--- src/rtl/fpu_issue_queue.sv ---
// fpu_issue_queue: buffers FPU requests in a small FIFO, issues them one at a
// time to the FPU with a single-cycle load strobe, waits for Done (with a
// settle cycle and a watchdog) and presents each result on a registered
// valid/ready output stream.
module fpu_issue_queue #(
  parameter int PRECISION = 32,
  parameter int DEPTH     = 4,
  parameter int TIMEOUT   = 64
) (
  input  logic                     Clk,
  input  logic                     ResetN,
  input  logic                     InValid,
  output logic                     InReady,
  input  logic [PRECISION-1:0]     InA,
  input  logic [PRECISION-1:0]     InB,
  input  logic [1:0]               InOp,
  output logic                     OutValid,
  input  logic                     OutReady,
  output logic [PRECISION-1:0]     OutResult,
  output logic [1:0]               OutOp,
  output logic                     OutErr,
  output logic [$clog2(DEPTH):0]   Count,
  output logic [PRECISION-1:0]     FpuA,
  output logic [PRECISION-1:0]     FpuB,
  output logic [1:0]               FpuOperation,
  output logic                     FpuStart,
  input  logic [PRECISION-1:0]     FpuResult,
  input  logic                     FpuDone
);

  localparam int AW = $clog2(DEPTH);
  localparam int CW = AW + 1;
  localparam int WW = $clog2(TIMEOUT + 1);

  typedef struct packed {
    logic [PRECISION-1:0] a;
    logic [PRECISION-1:0] b;
    logic [1:0]           op;
  } entry_t;

  typedef enum logic [2:0] {
    S_IDLE,
    S_LOAD,
    S_SETTLE,
    S_WAIT,
    S_HOLD
  } state_t;

  entry_t               mem [DEPTH];
  entry_t               in_entry;
  entry_t               cur_q, cur_d;
  state_t               state_q, state_d;
  logic [AW-1:0]        wr_ptr_q, wr_ptr_d;
  logic [AW-1:0]        rd_ptr_q, rd_ptr_d;
  logic [CW-1:0]        count_q, count_d;
  logic [WW-1:0]        wd_q, wd_d;
  logic                 out_valid_q, out_valid_d;
  logic [PRECISION-1:0] out_result_q, out_result_d;
  logic [1:0]           out_op_q, out_op_d;
  logic                 out_err_q, out_err_d;
  logic                 push;
  logic                 pop;
  logic                 fifo_empty;

  // A full FIFO refuses pushes regardless of a same-cycle pop (no bypass).
  assign InReady    = (count_q != CW'(DEPTH));
  assign push       = InValid && InReady;
  assign fifo_empty = (count_q == '0);
  assign in_entry   = '{a: InA, b: InB, op: InOp};

  // FIFO storage: written on push, no reset needed since pointers gate reads.
  always_ff @(posedge Clk) begin
    if (push) begin
      mem[wr_ptr_q] <= in_entry;
    end
  end

  // Pointer and occupancy bookkeeping; pointers wrap naturally (DEPTH is 2^n).
  always_comb begin
    wr_ptr_d = wr_ptr_q;
    rd_ptr_d = rd_ptr_q;
    if (push) wr_ptr_d = wr_ptr_q + AW'(1);
    if (pop)  rd_ptr_d = rd_ptr_q + AW'(1);
    count_d = count_q + CW'(push) - CW'(pop);
  end

  // Issue FSM: next state, pop decision, current-op capture and result capture.
  always_comb begin
    state_d      = state_q;
    pop          = 1'b0;
    cur_d        = cur_q;
    wd_d         = wd_q;
    out_valid_d  = out_valid_q;
    out_result_d = out_result_q;
    out_op_d     = out_op_q;
    out_err_d    = out_err_q;
    case (state_q)
      S_IDLE: begin
        if (!fifo_empty) begin
          pop     = 1'b1;
          state_d = S_LOAD;
        end
      end
      S_LOAD: begin
        state_d = S_SETTLE;
      end
      S_SETTLE: begin
        // Done may still be high from the previous op here, so it is ignored.
        wd_d    = '0;
        state_d = S_WAIT;
      end
      S_WAIT: begin
        wd_d = wd_q + WW'(1);
        if (FpuDone) begin
          out_valid_d  = 1'b1;
          out_result_d = FpuResult;
          out_op_d     = cur_q.op;
          out_err_d    = 1'b0;
          state_d      = S_HOLD;
        end else if (wd_q == WW'(TIMEOUT - 1)) begin
          out_valid_d  = 1'b1;
          out_result_d = '0;
          out_op_d     = cur_q.op;
          out_err_d    = 1'b1;
          state_d      = S_HOLD;
        end
      end
      S_HOLD: begin
        if (OutReady) begin
          out_valid_d = 1'b0;
          if (!fifo_empty) begin
            pop     = 1'b1;
            state_d = S_LOAD;
          end else begin
            state_d = S_IDLE;
          end
        end
      end
      default: begin
        state_d = S_IDLE;
      end
    endcase
    if (pop) begin
      cur_d = mem[rd_ptr_q];
    end
  end

  // State registers; reset discards every queued and in-flight op.
  always_ff @(posedge Clk or negedge ResetN) begin
    if (!ResetN) begin
      state_q      <= S_IDLE;
      wr_ptr_q     <= '0;
      rd_ptr_q     <= '0;
      count_q      <= '0;
      wd_q         <= '0;
      cur_q        <= '0;
      out_valid_q  <= 1'b0;
      out_result_q <= '0;
      out_op_q     <= '0;
      out_err_q    <= 1'b0;
    end else begin
      state_q      <= state_d;
      wr_ptr_q     <= wr_ptr_d;
      rd_ptr_q     <= rd_ptr_d;
      count_q      <= count_d;
      wd_q         <= wd_d;
      cur_q        <= cur_d;
      out_valid_q  <= out_valid_d;
      out_result_q <= out_result_d;
      out_op_q     <= out_op_d;
      out_err_q    <= out_err_d;
    end
  end

  assign Count        = count_q;
  assign OutValid     = out_valid_q;
  assign OutResult    = out_result_q;
  assign OutOp        = out_op_q;
  assign OutErr       = out_err_q;
  assign FpuA         = cur_q.a;
  assign FpuB         = cur_q.b;
  assign FpuOperation = cur_q.op;
  // Decoded straight from the state register, so it is high only in LOAD.
  assign FpuStart     = (state_q == S_LOAD);

endmodule
--- config.mk ---
export PLATFORM = sky130hd
export DESIGN_NAME = fpu_issue_queue
export DESIGN_NICKNAME = d
export VERILOG_FILES = /design/src/rtl/fpu_issue_queue.sv
export SDC_FILE = /design/constraint.sdc
export NUM_CORES = 1
export LEC_CHECK = 0
export CORE_MARGIN = 3
export CORE_UTILIZATION = 54
export CTS_CLUSTER_DIAMETER = 200
export DETAILED_ROUTE_END_ITERATION = 12
export PLACE_DENSITY_LB_ADDON = 0.08
export SYNTH_ARGS = -nofsm -noshare
export SYNTH_HDL_FRONTEND = slang
export SYNTH_SLANG_ARGS = --single-unit
--- constraint.sdc ---
create_clock -name Clk -period 3.4 [get_ports Clk]
set_input_delay 1.02 -clock Clk [delete_from_list [all_inputs] [get_ports Clk]]
set_output_delay 1.02 -clock Clk [all_outputs]
set_load 0.005 [all_outputs]
---- Word-level counts from Yosys, hierarchy flattened ----
Memories as Yosys holds them, arrays and structs flattened. A register that Yosys moved wholly into a read port is not among the register bits.
Index checks and enable logic that the tools add are counted.
Widths: inputs -> output; s select.
word-level totals
  output and inout port bits .............. 107
  flip-flop bits (word level) ............. 53
  memory bits (writable) .................. 264
  memories ................................ 1
  ROM bits ................................ 0
  word-level logic and storage cells ...... 55
  bits in latches ......................... 0
  bits of input ports ..................... 103
memories
  memory  depth  bits a word  read ports  clocked after memory_dff  wr ports  line  source
  mem     4      66           1           1                         1         49    entry_t mem [DEPTH];
operators by class
  bitwise operators ....................... 0
  magnitude comparators ................... 0
  equality and inequality tests ........... 9
  divide/modulo/power cells ............... 0
  reductions and logical operators ........ 10
  shifts and indexed selects .............. 0
  multiplexer cells ....................... 21
  add/sub/neg operators ................... 5
  multiply operators ...................... 0
operator list
  operator             number
  $mux 32              2
  $pmux 3 s5           1
  $pmux 7 s2           1
  $mux 3               4
  $mux 1               9
  $add 7x1->7 const B  1
  $eq 7x6->1 const B   1
  $eq 3x2->1 const B   2
  $logic_not 3->1      2
  $ne 3x3->1 const B   2
  $reduce_and 3->1     2
  $reduce_bool 2->1    3
  $add 2x1->2 const B  2
  $mux 2               2
  $ne 2x2->1 const B   2
  $pmux 1 s2           2
  $add 3x1->3          1
  $eq 3x1->1 const B   1
  $eq 3x3->1 const B   1
  $sub 3x1->3          1
  $reduce_and 2->1     1
  $logic_and 1x1->1    1
  $logic_not 1->1      1

---- Longest topological paths before layout ----
  word-level depth ........................ 5
  gate-level depth with buffers ........... 11
  depth with buffers taken out ............ 11

---- Worst setup path after synthesis ----
OpenSTA, ideal clock, no wires.
  kind .................................... in2reg
  start point ............................. input port OutReady
  end point ............................... register count_q[2], in the netlist Count[2]
  stages on the path ...................... 10
  arrival ................................. 2.959 ns
  setup time .............................. 0.128 ns
  setup slack ............................. 0.313 ns
  data required time ...................... 3.272 ns
  buffers on the path ..................... 1
  cells stage by stage .................... inv_1 a2111oi_4 buf_6 ha_1 inv_1 ha_1 inv_1 fa_1 xnor2_1 xnor2_1
on the way
  word-level cells in the longest chain between the ends .. 3
RTL lines
  what                    line  source
  start: declaration      18    input logic OutReady,
  $mux 1                  129   if (OutReady) begin
  $pmux 1 s2              97    case (state_q)
  named net pop           62    logic pop;
  $sub 3x1->3             84    count_d = count_q + CW'(push) - CW'(pop);
  named net count_d[2]    55    logic [CW-1:0] count_q, count_d;
  end signal: assignment  165   count_q <= count_d;
  end: declaration        55
The timed path passes the listed nets, and every way through them passes these cells.
A chain may end at the register's enable or synchronous reset.

---- Worst setup path in the final report ----
  start point ............................. register state_q[0]
  end point ............................... output port FpuStart
on the way
  word-level cells in the longest chain between the ends .. 1
RTL lines
  what                      line  source
  start: declaration        52    state_t state_q, state_d;
  start signal: assignment  162   state_q <= state_d;
  $eq 3x1->1                184   assign FpuStart = (state_q == S_LOAD);
  end: declaration          26    output logic FpuStart,
Every way passes these cells.

==> impl_metrics.json <==
{
  "cts_made_buffers": 38,
  "diodes": 0,
  "netlist_area_um2": 14200,
  "clock_latency_ns": 0.52,
  "clock-sinks": 383,
  "skew_ns": 0.0130,
  "synth_cells": 660,
  "antenna_found_initial": 2,
  "final_antenna_net_count": 0,
  "wl_per_cell_um": 22.4,
  "critPathKind": "reg2out",
  "cp-start-kind": "flip-flop",
  "ir_worst_vdd_mv": 0.588,
  "coreArea_um2": 25500,
  "syn_nets": 771,
  "ys_warn_count": 0,
  "dominantRegCellSynth": "edfxtp_1",
  "syn_avg_cell_area_um2": 21.5,
  "yosysSeqAreaShare": 0.768,
  "worstMarginPinSlew_ns": 1.06,
  "cts_root_buffer": "clkbuf_16",
  "fin_nets": 1010,
  "finalCritPeriodShare": 0.870,
  "yosys.cell_count.top_type": "edfxtp_1",
  "grt_pass1_wl_mm": 44.3,
  "ys_ff_latch": 383,
  "ys_types": 31,
  "nFillCells": 1532,
  "groute.usage.overall": 0.203,
  "yosysTopAreaCell": "edfxtp_1",
  "die_h_um": 168,
  "status": "finished clean",
  "critPathMaxFanout": 6,
  "ys_top_cells_by_area": "edfxtp_1 56%, dfrtp_1 21%, mux4_2 10%, mux2_2 4.8%, a22o_1 2.0%",
  "required_ns": 2.38,
  "async_flop_share": 0.311,
  "fp.dieW_um": 168,
  "layout-drive-gt1-share": 0.235,
  "drv_slew": 0,
  "max-slew-margin-rel": 0.296,
  "seqCellArea_um2": 10900,
  "die_area_um2": 28300,
  "multiInputGateArea_um2": 3080,
  "place_congestion": 0.811,
  "rows": 58,
  "synth_edf_count": 264,
  "drt-initial-drc-count": 531,
  "hold_viol_final": 0,
  "clk_path_buf_depth": 3,
  "post_cts_resized": 0,
  "grt_max_degree": 102,
  "port_buffers": 209,
  "placedInstanceArea_um2": 16700,
  "maxCapViolations": 0,
  "via_count": 7120,
  "powerDensity_nw_per_um2": 907,
  "grt_pass1_vias": 7772,
  "yosys.area.top_type_share": 0.559,
  "io_pins": 210,
  "hold_class": "reg2reg",
  "min_period_ns": 2.96,
  "power_mw": 16.3,
  "fmax_mhz": 338,
  "clkTransAtPathRegs_ns": 0.06,
  "synthTopCellsByCount": "264 x edfxtp_1, 119 x dfrtp_1, 66 x mux4_2, 60 x mux2_2, 33 x a22o_1",
  "initial_utilization": 0.557,
  "rsz0062_at_grt": "no",
  "viasPerCell": 5.66,
  "overflow": 0,
  "cts_hold_buf": 0,
  "drc": 0,
  "routed_wl_mm": 28.2,
  "cts.htree.levels": 2,
  "leakagePower_nw": 6.49,
  "fin_area_um2": 18000,
  "cts_setup_buffers": 0,
  "area_growth_pct": 26.9,
  "crit_arrival_ns": 1.94,
  "cp-end-kind": "output pin",
  "first_pass_iters": 5,
  "setup_tns_ns": 0,
  "cts_tree": "done",
  "dpl.hpwl_mm": 17.1,
  "setup_violations": 0
}
sequential cells by signal (all words and copies together) (netlist names):
name,flops
Count,3
OutResult,32
state_q,3
FpuOperation,2
FpuA,32
OutOp,2
rd_ptr_q,2
FpuB,32
OutValid,1
mem,264
OutErr,1
wd_q,7
wr_ptr_q,2
logic make-up after synthesis:
| kind of cell | synth area share |
|---|---|
| fa+ha+maj | 0.00758 |
| mux | 0.163 |
| simple gates | 0.0144 |
| buf+inv | 0.0161 |
| flops | 0.768 |
| xor+xnor | 0.00309 |
| compound gates | 0.0279 |
worst max-delay path: stages (launching register included):
cell	delay (ns)
dfrtp_1	0.48
inv_1	0.15
nor3_1	0.23
clkdlybuf4s50_1	0.57
cell type report:
cell class,count,share of cell area
Clock buffer,54,0.0619
Clock inverter,16,0.00965
Inverter,8,0.00167
Multi-Input combinational cell,239,0.171
Sequential cell,383,0.606
Tap cell,330,0.0229
Timing Repair Buffer,229,0.127
worst paths after layout:
| kind | from | to | cells after the start | slack, ns |
|---|---|---|---|---|
| setup / recovery | state_q[0] | FpuStart | 3 | 0.44 |
| hold / removal | OutResult[8] | OutResult[8] | 1 | 0.50 |
| setup reg to reg | Count[1] | Count[2] | 11 | 1.14 |
| hold reg to reg | OutResult[8] | OutResult[8] | 1 | 0.50 |
| max in group asynchronous | ResetN | rd_ptr_q[0] | 1 | 1.98 |
| min in group asynchronous | ResetN | FpuB[27] | 1 | 0.63 |
layer usage:
metal / track usage / wire (µm) / vias to the layer above
met4: 0.0534 / 495 / 4
met5: 0 / 27 / -
met3: 0.0481 / 2030 / 48
met1: 0.267 / 11200 / 3678
met2: 0.347 / 14500 / 261
li1: - / - / 3129
layout by cell type, fill, tap and decap left out, types with 5 or more instances in the layout:
| master | netlist | layout |
|---|---|---|
| edfxtp_1 | 264 | 264 |
| clkdlybuf4s50_1 | 0 | 208 |
| dfrtp_1 | 119 | 117 |
| mux4_2 | 66 | 66 |
| mux2_2 | 60 | 60 |
| clkbuf_16 | 0 | 41 |
| a22o_1 | 33 | 33 |
| buf_4 | 0 | 16 |
| nand2_1 | 12 | 12 |
| o21ai_0 | 10 | 10 |
| mux2_4 | 9 | 9 |
| clkbuf_1 | 11 | 9 |
| inv_1 | 8 | 8 |
| nor2_1 | 8 | 8 |
| ha_1 | 7 | 7 |
| clkinv_1 | 0 | 7 |
| nor3_1 | 5 | 5 |
where the power goes:
group	switching, mW	internal (mW)
Clock	1.64	2.59
Combinational	1.81	3.00
Sequential	0.894	6.41
stage by stage:
step           utilization  setup slack (ns)  hold slack, ns  instances
4_1_cts              0.707             0.444           0.501       1259
3_3_place_gp         0.657             0.143           0.483       1189
6_report             0.707             0.443           0.495       1259
5_1_grt              0.707             0.368           0.521       1259
2_1_floorplan            -             0.313           0.473        660
3_5_place_dp         0.657             0.146           0.485       1189
Power figures use the tool's default switching activity.
